## config.mk

```make
export PLATFORM = sky130hd
export DESIGN_NAME = uart_rx_ctrl
export DESIGN_NICKNAME = d
export VERILOG_FILES = /design/src/rtl/uart_rx_ctrl.sv
export SDC_FILE = /design/constraint.sdc
export NUM_CORES = 1
export LEC_CHECK = 0
export ABC_AREA = 1
export BUFFER_PORTS_ARGS = -buffer_cell sky130_fd_sc_hd__buf_2
export CORE_MARGIN = 1.5
export CORE_UTILIZATION = 35
export CTS_CLUSTER_SIZE = 28
export DETAILED_ROUTE_END_ITERATION = 6
export HOLD_SLACK_MARGIN = 0.15
export SYNTH_ARGS = -nofsm -noshare
export SYNTH_HDL_FRONTEND = slang
export SYNTH_SLANG_ARGS = --single-unit
```

## constraint.sdc

```tcl
create_clock -name clk -period 1.55 [get_ports clk]
set_input_delay 0.31 -clock clk [delete_from_list [all_inputs] [get_ports clk]]
set_output_delay 0.31 -clock clk [all_outputs]
set_load 0.1 [all_outputs]
```

## src/rtl/uart_rx_ctrl.sv

```systemverilog
// Receive-side controller: enable/drain FSM, FWFT RX FIFO of {err_tag, word}, sticky flags, level irq.
// Latency: rx_en follows enable_req by one cycle; a pushed word is visible on rd_data the next cycle.
// Backpressure: none toward the receiver; a word arriving into a full FIFO (no pop) is dropped and flagged as overrun.
//
// Ports:
//   clk, rx_rst                  clock, asynchronous active-high reset
//   enable_req -> rx_en          software enable in, registered receiver enable out
//   rx_busy, rx_done, rx_error, rx_dout   receiver status and received word
//   rd_en -> rd_data             pop request, FIFO head {err_tag, word} (0 when empty)
//   fifo_empty/full/count        FIFO occupancy
//   irq_thresh, clr_flags        level threshold (0 = off), sticky-flag clear pulse
//   overrun_flag, frame_err_flag, irq, ctrl_state   status toward the register block
module uart_rx_ctrl #(
    parameter int  DATAWIDTH  = 8,
    parameter int  FIFO_DEPTH = 4,
    localparam int CW         = $clog2(FIFO_DEPTH) + 1
) (
    input  logic                 clk,
    input  logic                 rx_rst,
    input  logic                 enable_req,
    output logic                 rx_en,
    input  logic                 rx_busy,
    input  logic                 rx_done,
    input  logic                 rx_error,
    input  logic [DATAWIDTH-1:0] rx_dout,
    input  logic                 rd_en,
    output logic [DATAWIDTH:0]   rd_data,
    output logic                 fifo_empty,
    output logic                 fifo_full,
    output logic [CW-1:0]        fifo_count,
    input  logic [CW-1:0]        irq_thresh,
    input  logic                 clr_flags,
    output logic                 overrun_flag,
    output logic                 frame_err_flag,
    output logic                 irq,
    output logic [1:0]           ctrl_state
);

    localparam int AW = $clog2(FIFO_DEPTH);

    typedef enum logic [1:0] {
        ST_OFF   = 2'd0,
        ST_RUN   = 2'd1,
        ST_DRAIN = 2'd2
    } state_t;

    state_t state;

    // rx_en is loaded with the same decision as the next state, so it is
    // high exactly while the state register holds RUN or DRAIN.
    always_ff @(posedge clk or posedge rx_rst) begin
        if (rx_rst) begin
            state <= ST_OFF;
            rx_en <= 1'b0;
        end else begin
            case (state)
                ST_OFF: begin
                    if (enable_req) begin
                        state <= ST_RUN;
                        rx_en <= 1'b1;
                    end else begin
                        state <= ST_OFF;
                        rx_en <= 1'b0;
                    end
                end
                ST_RUN: begin
                    if (enable_req) begin
                        state <= ST_RUN;
                        rx_en <= 1'b1;
                    end else if (rx_busy) begin
                        // let the frame in flight finish before shutting off
                        state <= ST_DRAIN;
                        rx_en <= 1'b1;
                    end else begin
                        state <= ST_OFF;
                        rx_en <= 1'b0;
                    end
                end
                ST_DRAIN: begin
                    // re-enable wins over completing the drain
                    if (enable_req) begin
                        state <= ST_RUN;
                        rx_en <= 1'b1;
                    end else if (rx_busy) begin
                        state <= ST_DRAIN;
                        rx_en <= 1'b1;
                    end else begin
                        state <= ST_OFF;
                        rx_en <= 1'b0;
                    end
                end
                default: begin
                    state <= ST_OFF;
                    rx_en <= 1'b0;
                end
            endcase
        end
    end

    assign ctrl_state = state;

    // ---------------------------------------------------------------- FIFO
    logic [DATAWIDTH:0] mem [FIFO_DEPTH];
    logic [AW-1:0]      wr_ptr;
    logic [AW-1:0]      rd_ptr;
    logic               push_req;
    logic               push;
    logic               pop;

    assign fifo_empty = (fifo_count == '0);
    assign fifo_full  = (fifo_count == CW'(FIFO_DEPTH));

    assign push_req = rx_done & rx_en;
    assign pop      = rd_en & ~fifo_empty;
    // A pop in the same cycle frees the slot, so a full FIFO still accepts.
    assign push     = push_req & (~fifo_full | pop);

    always_ff @(posedge clk or posedge rx_rst) begin
        if (rx_rst) begin
            wr_ptr     <= '0;
            rd_ptr     <= '0;
            fifo_count <= '0;
        end else begin
            if (push) wr_ptr <= wr_ptr + AW'(1);
            if (pop)  rd_ptr <= rd_ptr + AW'(1);
            case ({push, pop})
                2'b10:   fifo_count <= fifo_count + CW'(1);
                2'b01:   fifo_count <= fifo_count - CW'(1);
                default: fifo_count <= fifo_count;
            endcase
        end
    end

    // Storage needs no reset: the head is masked to zero while empty.
    always_ff @(posedge clk) begin
        if (push) mem[wr_ptr] <= {rx_error, rx_dout};
    end

    assign rd_data = fifo_empty ? '0 : mem[rd_ptr];

    // --------------------------------------------------------- sticky flags
    logic ovr_set;
    logic ferr_set;

    assign ovr_set  = push_req & fifo_full & ~pop;
    // A bad stop bit is reported even when the word itself is dropped.
    assign ferr_set = push_req & rx_error;

    always_ff @(posedge clk or posedge rx_rst) begin
        if (rx_rst) begin
            overrun_flag   <= 1'b0;
            frame_err_flag <= 1'b0;
        end else begin
            if (ovr_set)        overrun_flag <= 1'b1;
            else if (clr_flags) overrun_flag <= 1'b0;
            if (ferr_set)       frame_err_flag <= 1'b1;
            else if (clr_flags) frame_err_flag <= 1'b0;
        end
    end

    // irq_thresh is static configuration; the event terms are all registered.
    assign irq = ((irq_thresh != '0) && (fifo_count >= irq_thresh))
               | overrun_flag | frame_err_flag;

endmodule

```

==> results.txt, run 1 <==
Outcome -> finished with violations
Failing checks -> negative setup slack
Crit path max fanout -> 3
Post-synth EDFFs -> 36
Mapped Nets -> 224
Hold Path Stages -> 2
Max_cap viols -> 0
CTS Buf Count -> 5
Placed Instance Area -> 3172 µm²
Critical Path RT -> 1240 ps
Post-route cell area -> 3392 µm²
DR iter-0 viols -> 135
Vias in the first global route -> 1636
Min setup slack post-route -> -423.0 ps
Number of cell rows -> 28
Skew final -> 8.686 ps
Critical Path AT -> 1660 ps
Largest net degree at the start of global routing -> 20
Fillers -> 503
Die ar. -> 6769 µm²
Max Root-Sink Buffers -> 2
Final non-filler cell total -> 347
CP Class -> flip-flop to output port
Starting Density -> 36.72%
RSZ-0062 raised after global routing -> yes
# DRC -> 0
Ant diodes -> 0
Routed vias/inst -> 4.545
Die Y -> 82.28 µm
Grt total ovfl -> 0
Worst-path clk slew -> 80 ps
Root Driver -> clkbuf_8
Clk sink count -> 48
Post-Syn Area -> 2200 µm²
Final cell utilization of the core -> 56.62%
P&R area growth vs syn -> 54.21%
Critical path endpoint category -> output port
Worst-Margin Slew -> 499.7 ps
Final Max Slew Viols -> 0
GRT Util Overall -> 15.01%
F_max -> 506.9 MHz
Worst R2R End -> fifo_count[1]$_DFFE_PP0P_
WL/cell -> 12.78 µm
Setup Viol. Count Final -> 57
Routed Antenna Nets -> 0
Global-route wire length before repair -> 7403 µm
Commonest non-fill, non-tap cells in the layout -> nor2_1 (36), edfxtp_1 (36), buf_4 (24)
Post-synth ARST share -> 25.00%
Hold Path End -> ctrl_state[1]$_DFF_PP0_
#FFs+latches synth -> 48
Tmin final -> 1973 ps
H-tree depth -> 2
Die X -> 82.28 µm
Core Box Area -> 5991 µm²
CTS tree -> built
Layout cells sized above 1 -> 48.90%
Synth warn -> 0
PortBufs -> 38
# placed instances -> 332
RePlAce Congestion -> 0.7529
Synth Flop Type -> edfxtp_1
Number of library cell types mapped by synthesis -> 30
Mapped Cells -> 195
Setup slack, reg-to-reg -> -290 ps
Sequential area share after synthesis -> 62.80%
Detailed Place HPWL -> 3152 µm
Initial antenna violation count -> 0
Synthesized area per cell -> 11.28 µm²
R2R cell count -> 9
Final period util -> 127.3%
Setup TNS -> -12180 ps
I/O pin count -> 39
Worst hold start -> enable_req
Final hold violations -> 0
Hold WC Path Type -> input port to flip-flop
RR Startpoint -> fifo_count[1]$_DFFE_PP0P_
Via count -> 1577
Clock Latency Late Sink -> 300 ps
Nets -> 300
First-pass DRT Iterations -> 4
Relative slew slack -> 66.65%
Worst Setup Start Kind -> flip-flop
Drt total wl -> 4434 µm
[area by class of cell]
cell class	count	area, µm²	share of cell area [%]
Sequential cell	48	1398	41.20
Multi-Input combinational cell	117	927.1	27.33
Timing Repair Buffer	72	750.7	22.13
Inverter	26	121.4	3.578
Tap cell	75	93.84	2.767
Clock buffer	6	72.57	2.139
Timing Repair inverter	1	16.27	0.4795
Clock inverter	2	12.51	0.3689
[worst max-delay path by stage]
stage	startpoint	end
floorplan	fifo_count[2]$_DFFE_PP0P_	irq
global placement	fifo_count[2]$_DFFE_PP0P_	irq
detailed placement	fifo_count[2]$_DFFE_PP0P_	irq
finish	fifo_count[2]$_DFFE_PP0P_	irq
CTS	fifo_count[2]$_DFFE_PP0P_	irq
global route	fifo_count[2]$_DFFE_PP0P_	irq
[critical path, stage by stage (launching register included)]
cell,delay (ps)
dfrtp_4,490
ha_4,290
nand2_2,50
o211ai_1,170
o31ai_2,120
nand3_4,80
buf_12,170
[cells in the mapped netlist (all sizes together), types with 3 or more instances]
master / count / area share (%)
inv: 25 / 4.3
dfrtp: 12 / 14
ha: 9 / 5.1
nor2: 45 / 8.2
edfxtp: 36 / 49
xor2: 3 / 1.5
a21oi: 12 / 2.9
buf: 3 / 1.1
nand3: 7 / 2.4
o21ai: 20 / 4.6
nand2: 14 / 4.0
[metrics by stage]
step / worst slack (ps) / hold slack (ps)
after floorplan: -311.2 / 174.6
after global placement: -122.0 / 360.3
after detailed placement: -122.2 / 360.3
after CTS: -454.5 / 181.4
after global routing: -476.9 / 177.0
final: -423.0 / 184.8
[logic make-up after synthesis]
logic type                 Yosys count  share of synthesized area, %
AOI/OAI and AO/OA                   36                         8.760
xor gates and xnor gates             3                         1.536
adders and majority gates           10                         6.030
buffers and inverters               30                         5.688
DFF                                 48                         62.80
and+or+nand+nor                     68                         15.19
[state kept, by name, indices dropped and copies added (netlist names)]
register / flops
mem: 36
overrun_flag: 1
fifo_count: 3
wr_ptr: 2
frame_err_flag: 1
ctrl_state: 2
rd_ptr: 2
rx_en: 1
[repair_timing]
action,CTS,global route
hold buffers,1,0
endpoints found under the setup margin,51,57
gates cloned,1,0
resized for setup,18,13
pin swaps,7,9
endpoints found under the hold margin,12,0
setup buffers,2,7
[metal layers]
| layer | global-route usage (%) | vias to the layer above | wire (µm) | share of wire, % |
|---|---|---|---|---|
| met5 | 0 | - | 0 | 0 |
| met4 | 8.475 | 0 | 113 | 2.5 |
| met3 | 2.308 | 9 | 104 | 2.3 |
| met2 | 25.28 | 21 | 2358 | 53 |
| met1 | 18.27 | 742 | 1858 | 42 |
| li1 | - | 805 | - | - |
Power of run 1 is left out: the tool's default activity adds up to more than one toggle a clock period on the data nets, which glitch-free logic cannot reach.
==> run 2: changes to the inputs <==
--- a/config.mk
+++ b/config.mk
@@ -12,6 +12,7 @@
 export CTS_CLUSTER_SIZE = 28
 export DETAILED_ROUTE_END_ITERATION = 6
 export HOLD_SLACK_MARGIN = 0.15
+export MAX_ROUTING_LAYER = met4
 export SYNTH_ARGS = -nofsm -noshare
 export SYNTH_HDL_FRONTEND = slang
 export SYNTH_SLANG_ARGS = --single-unit
==> run 2 against run 1 <==
  * The flow still finishes with violations (negative setup slack)
  * Clock-buffer cell count is the same
  * Worst hold slack gained 0.73 ps
  * Global-route usage grew 0.44 points
  * Die area is the same
  * Clock skew is essentially flat
  * Register-to-register slack is essentially flat
  * Design area is the same
  * Via count is essentially flat
  * Flip-flop and latch count is the same
  * First-iteration DRC count grew 0.74%
  * Critical path depth is the same
  * Critical endpoint unchanged
==> results.txt, run 2 (synthesized netlist as in run 1, its figures left out) <==
Outcome -> finished with violations
Failing checks -> negative setup slack
Number of cell rows -> 28 (unchanged)
Clock Latency Late Sink -> 290 ps (about the same)
# DRC -> 0 (unchanged)
PortBufs -> 38 (unchanged)
Grt total ovfl -> 0 (unchanged)
P&R area growth vs syn -> 54.21% (unchanged)
Routed Antenna Nets -> 0 (unchanged)
DR iter-0 viols -> 136 (+0.74%)
WL/cell -> 12.80 µm (+0.16%)
CTS Buf Count -> 5 (unchanged)
Final period util -> 127.2% (about the same)
Min setup slack post-route -> -421.9 ps (+1.055 ps)
Max_cap viols -> 0 (unchanged)
R2R cell count -> 9 (unchanged)
Worst R2R End -> fifo_count[1]$_DFFE_PP0P_
CP Class -> flip-flop to output port
Critical Path Start -> fifo_count[2]$_DFFE_PP0P_
Initial antenna violation count -> 0 (unchanged)
Via count -> 1578 (+0.063%)
Worst Setup Start Kind -> flip-flop
Die ar. -> 6769 µm² (unchanged)
Critical Path Max Stage Delay -> 490 ps (about the same)
Tmin final -> 1972 ps (-1.055 ps)
Crit path to -> irq
Die X -> 82.28 µm (unchanged)
Largest net degree at the start of global routing -> 20 (unchanged)
Post-route cell area -> 3392 µm² (unchanged)
Global-route wire length before repair -> 7396 µm (about the same)
Setup TNS -> -12140 ps (+40.10 ps)
Top reg by flops -> mem
I/O pin count -> 39 (unchanged)
Placed Instance Area -> 3172 µm² (unchanged)
Setup Viol. Count Final -> 57 (unchanged)
F_max -> 507.1 MHz (about the same)
Final Max Slew Viols -> 0 (unchanged)
Skew final -> 8.439 ps (-0.2464 ps)
GRT Util Overall -> 15.45% (+0.44 points)
Relative slew slack -> 66.70% (about the same)
RSZ-0062 raised after global routing -> yes
Hold WC Path Type -> input port to flip-flop
Setup slack, reg-to-reg -> -300 ps (about the same)
Detailed Place HPWL -> 3152 µm (unchanged)
Routed vias/inst -> 4.548 (about the same)
Ant diodes -> 0 (unchanged)
RR Startpoint -> fifo_count[1]$_DFFE_PP0P_
Final hold violations -> 0 (unchanged)
Max reg flops -> 36 (unchanged)
Fillers -> 503 (unchanged)
Commonest non-fill, non-tap cells in the layout -> nor2_1 (36), edfxtp_1 (36), buf_4 (24)
Critical path's slowest cell -> dfrtp_4
CTS tree -> built
Worst-Margin Slew -> 499.0 ps (-0.6365 ps)
Drt total wl -> 4441 µm (+0.16%)
First-pass DRT Iterations -> 4 (unchanged)
Core Box Area -> 5991 µm² (unchanged)
Cell Chain, Critical Path -> ha_4 > nand2_2 > o211ai_1 > o31ai_2 > nand3_4 > buf_12
# placed instances -> 332 (unchanged)
Die Y -> 82.28 µm (unchanged)
Clk sink count -> 48 (unchanged)
Crit path max fanout -> 3 (unchanged)
Layout cells sized above 1 -> 48.90% (unchanged)
Critical path endpoint category -> output port
Hold Slack -> 185.5 ps (+0.7330 ps)
Critical Path RT -> 1240 ps (about the same)
Biggest regs -> mem: 36 flops, fifo_count: 3 flops
Hold Path Stages -> 2 (unchanged)
Nets -> 300 (unchanged)
Vias in the first global route -> 1637 (+0.061%)
RePlAce Congestion -> 0.7626 (+1.3%)
Worst-path clk slew -> 80 ps (about the same)
Final non-filler cell total -> 347 (unchanged)
H-tree depth -> 2 (unchanged)
Root Driver -> clkbuf_8
Max Root-Sink Buffers -> 2 (unchanged)
Critical Path AT -> 1660 ps (about the same)
Starting Density -> 36.72% (unchanged)
run 2: cell counts in the layout (fill, tap and decap cells not counted):
Identical to the previous run, type by type.
run 2: routing by layer:
metal | track usage (%) | wire length (µm)
met5 | - | 0
met2 | 25.28 | 2360
met1 | 18.27 | 1856
met3 | 2.308 | 113
met4 | 8.475 | 110
run 2: critical path: cells and delay by family (launching register included):
family                     cells  cell delay, ps
and+or+nand+nor                2             130
DFF                            1             490
buffers and inverters          1             170
AOI/OAI and AO/OA              2             290
adders and majority gates      1             290
run 2: repair_timing:
item / 4_1_cts / 5_1_grt
pin swaps: 7 / 9
setup buffers: 2 / 7
gates resized for setup: 18 / 13
endpoints found under the hold margin: 12 / 0
endpoints found under the setup margin: 51 / 57
gates cloned: 1 / 0
hold buffers: 1 / 0
run 2: layout make-up:
cell class / instances / area, µm² / share of cell area, %
well taps: 75 / 93.84 / 2.767
inverters: 26 / 121.4 / 3.578
clock buffers: 6 / 72.57 / 2.139
clock inverters: 2 / 12.51 / 0.3689
flip-flops and latches: 48 / 1398 / 41.20
repair buffers: 72 / 750.7 / 22.13
repair inverters: 1 / 16.27 / 0.4795
multi-input cells: 117 / 927.1 / 27.33
run 2: how the worst min path moves through the flow:
| stage | startpoint | end |
|---|---|---|
| floorplan | rx_rst | frame_err_flag$_DFFE_PP0P_ |
| global placement | rx_rst | wr_ptr[0]$_DFFE_PP0P_ |
| detailed placement | rx_rst | wr_ptr[0]$_DFFE_PP0P_ |
| CTS | enable_req | ctrl_state[1]$_DFF_PP0_ |
| global route | enable_req | ctrl_state[1]$_DFF_PP0_ |
| finish | enable_req | ctrl_state[1]$_DFF_PP0_ |
run 2: per-stage QoR:
| stage | setup WS [ps] | utilization, % |
|---|---|---|
| final | -421.9 | 56.62 |
| after floorplan | -311.2 | - |
| after CTS | -454.5 | 55.89 |
| after global routing | -476.9 | 56.62 |
| after detailed placement | -122.2 | 52.94 |
| after global placement | -122.0 | 52.94 |
Power of run 2 is left out for the same reason.
==> run 3: changes to the inputs <==
--- a/config.mk
+++ b/config.mk
@@ -5,14 +5,15 @@
 export SDC_FILE = /design/constraint.sdc
 export NUM_CORES = 1
 export LEC_CHECK = 0
-export ABC_AREA = 1
 export BUFFER_PORTS_ARGS = -buffer_cell sky130_fd_sc_hd__buf_2
+export CAP_MARGIN = 20
 export CORE_MARGIN = 1.5
 export CORE_UTILIZATION = 35
 export CTS_CLUSTER_SIZE = 28
 export DETAILED_ROUTE_END_ITERATION = 6
 export HOLD_SLACK_MARGIN = 0.15
 export MAX_ROUTING_LAYER = met4
+export RECOVER_POWER = 25
 export SYNTH_ARGS = -nofsm -noshare
 export SYNTH_HDL_FRONTEND = slang
 export SYNTH_SLANG_ARGS = --single-unit
==> run 3 against run 2 <==
  * The flow still finishes with violations (negative setup slack)
  * Synthesized area rose by 3.0%
  * Die area up 2.9%
  * Routed wire length up 3.4%
  * Sequential share of layout area shrank 0.23 points
  * Clock skew fell by 5.7 ps
  * Fmax decreased by 4.5%
  * Global-route usage shrank 1.3 points
  * Non-clock buffer count shrank 1
  * First-iteration DRC count is 46% lower
==> results.txt, run 3 <==
Outcome -> finished with violations
Failing checks -> negative setup slack
DR iter-0 viols -> 73 (-46%)
Post-synthesis adder-cell area fraction -> 5.853% (-0.18 points)
Critical Path AT -> 1750 ps (+90 ps)
# DRC -> 0 (unchanged)
Final hold violations -> 0 (unchanged)
Skew final -> 2.690 ps (-5.749 ps)
Worst Setup Start Kind -> flip-flop
Die Y -> 83.46 µm (+1.4%)
Largest net degree at the start of global routing -> 17 (-15%)
Tmin final -> 2064 ps (+92.09 ps)
Synth warn -> 0 (unchanged)
Sequential area share after synthesis -> 60.96% (-1.8 points)
H-tree depth -> 2 (unchanged)
PortBufs -> 38 (unchanged)
Worst-path clk slew -> 80 ps (about the same)
Cell Chain, Critical Path -> inv_4 > ha_4 > nand2b_4 > a211oi_2 > o211ai_1 > clkbuf_16
Core Box Area -> 6314 µm² (+5.4%)
Multi-input gate area -> 942.2 µm² (+1.6%)
Max Root-Sink Buffers -> 2 (unchanged)
Commonest non-fill, non-tap cell in the layout -> edfxtp_1
F_max -> 484.5 MHz (-4.5%)
Synth Flop Type -> edfxtp_1
Crit path max fanout -> 3 (unchanged)
Final non-filler cell total -> 300 (-14%)
XOR/XNOR share of the synthesized area -> 1.546% (+0.010 points)
Setup Viol. Count Final -> 54 (-5.3%)
Hold WC Path Type -> input port to flip-flop
Routed vias/inst -> 4.927 (+8.3%)
Initial antenna violation count -> 0 (unchanged)
Starting Density -> 35.89% (-0.83 points)
Nets -> 251 (-16%)
Mapped Cells -> 148 (-24%)
Post-synth top cells -> edfxtp_1 (36), and2_1 (14), inv_1 (13)
Ant diodes -> 0 (unchanged)
Critical Path Start -> fifo_count[0]$_DFFE_PP0P_
Worst R2R End -> fifo_count[1]$_DFFE_PP0P_
Final period util -> 133.2% (+5.9 points)
R2R cell count -> 6 (-3)
Post-synth ARST share -> 25.00% (unchanged)
Share of the synthesized area in the top cell type -> 47.71% (-1.4 points)
CTS tree -> built
RePlAce Congestion -> 0.7673 (+0.62%)
CP Class -> flip-flop to output port
Setup slack, reg-to-reg -> -390 ps (-90 ps)
Layout cells sized above 1 -> 56.50% (+7.6 points)
RSZ-0062 raised after global routing -> yes
Post-Syn Area -> 2266 µm² (+3.0%)
Fillers -> 516 (+2.6%)
Top reg by flops -> mem
Grt total ovfl -> 0 (unchanged)
Detailed Place HPWL -> 3041 µm (-3.5%)
Post-synth EDFFs -> 36 (unchanged)
First-pass DRT Iterations -> 4 (unchanged)
Global-route wire length before repair -> 7445 µm (+0.66%)
Min setup slack post-route -> -514.0 ps (-92.09 ps)
Max_cap viols -> 0 (unchanged)
Biggest regs -> mem: 36 flops, fifo_count: 3 flops
Crit path to -> irq
Clk sink count -> 48 (unchanged)
WL/cell -> 15.31 µm (+20%)
Routed Antenna Nets -> 0 (unchanged)
Relative slew slack -> 67.40% (+0.71 points)
Clock Latency Late Sink -> 300 ps (about the same)
Largest cells by area after synthesis -> edfxtp_1 (48%), dfrtp_1 (13%), mux4_2 (8.0%), ha_1 (5.0%), and2_1 (3.9%)
Number of cell rows -> 29 (+3.6%)
Simple-Gate Fraction of Synth Area -> 9.387% (-5.8 points)
RR Startpoint -> fifo_count[2]$_DFFE_PP0P_
Critical path's slowest cell -> dfrtp_4
Max reg flops -> 36 (unchanged)
Vias in the first global route -> 1483 (-9.4%)
I/O pin count -> 39 (unchanged)
Commonest non-fill, non-tap cells in the layout -> edfxtp_1 (36), buf_2 (18), and2_4 (17), buf_12 (17), buf_4 (17)
Sequential cell area -> 1396 µm² (about the same)
Die X -> 83.46 µm (+1.4%)
Hold Path Stages -> 2 (unchanged)
Critical Path Max Stage Delay -> 500 ps (about the same)
P&R area growth vs syn -> 50.41%
# placed instances -> 275 (-17%)
Final Max Slew Viols -> 0 (unchanged)
Post-synthesis compound-gate area fraction -> 7.178% (-1.6 points)
#FFs+latches synth -> 48 (unchanged)
GRT Util Overall -> 14.16% (-1.3 points)
Mux contribution to synthesized area -> 10.05% (+10 points)
Critical Path RT -> 1240 ps (about the same)
Critical path endpoint category -> output port
Post-route cell area -> 3408 µm² (+0.48%)
Main combinational cell family by area after synthesis -> multiplexers
Mapped Nets -> 177 (-21%)
Worst-Margin Slew -> 488.4 ps (-10.58 ps)
Placed Instance Area -> 2824 µm² (-11%)
Synthesized area per cell -> 15.31 µm² (+36%)
Top-count cell post-synth -> edfxtp_1
Yosys top cell by area -> edfxtp_1
Via count -> 1478 (-6.3%)
Root Driver -> clkbuf_8
Number of library cell types mapped by synthesis -> 39 (+30%)
Die ar. -> 6966 µm² (+2.9%)
Drt total wl -> 4593 µm (+3.4%)
CTS Buf Count -> 5 (unchanged)
==> run 3: through the flow <==
step / utilization [%] / hold WS [ps] / worst slack (ps) / setup TNS [ps]
after floorplan: - / 174.6 / -1446 / -13000
after global placement: 44.73 / 367.6 / -389.6 / -7948
after detailed placement: 44.73 / 351.0 / -445.3 / -8187
after CTS: 52.64 / 151.3 / -545.6 / -12680
after global routing: 53.98 / 169.7 / -570.0 / -17870
final: 53.98 / 161.1 / -514.0 / -14830
==> run 3: repair_timing <==
| item | in CTS | in global routing |
|---|---|---|
| pin swaps | 17 | 9 |
| resized for setup | 71 | 13 |
| setup endpoints to repair | 50 | 56 |
| hold buffers | 1 | 0 |
| gates cloned | 4 | 0 |
| hold endpoints to repair | 12 | 0 |
| setup buffers | 11 | 1 |
==> run 3: cells by family (layout without fill, tap and decap cells) <==
group | count (synthesis) | after routing
compound gates | 18 | 18
xor+xnor | 4 | 4
fa+ha+maj | 10 | 10
buf+inv | 22 | 93
flops | 48 | 48
mux | 11 | 11
simple gates | 35 | 39
==> run 3: metal layers <==
metal / track usage (%) / vias up / wire length (µm)
li1: - / 704 / -
met4: 4.024 / 0 / 54
met5: - / - / 0
met2: 23.06 / 30 / 2401
met3: 3.264 / 7 / 122
met1: 17.96 / 737 / 2014
==> run 3: critical path: cells and delay by family (launching register included) <==
family / cells / cell delay, ps
compound gates: 2 / 340
simple gates: 1 / 130
flops: 1 / 500
fa+ha+maj: 1 / 180
buf+inv: 2 / 290
==> run 3: cell type report <==
class	instances	share of cell area (%)
Inverter	14	2.203
Timing Repair Buffer	71	22.94
Tap cell	77	2.827
Multi-Input combinational cell	82	27.64
Clock buffer	5	2.019
Sequential cell	48	40.97
Clock inverter	3	1.395
==> run 3: worst min-delay path by stage <==
stage,slack (ps),end,from
2_1_floorplan,170,frame_err_flag$_DFFE_PP0P_,rx_rst
3_3_place_gp,370,wr_ptr[1]$_DFFE_PP0P_,rx_rst
3_5_place_dp,350,rx_en$_DFF_PP0_,rx_rst
4_1_cts,150,ctrl_state[1]$_DFF_PP0_,enable_req
5_1_grt,170,ctrl_state[1]$_DFF_PP0_,enable_req
6_report,160,ctrl_state[1]$_DFF_PP0_,enable_req
Power of run 3 is left out for the same reason.
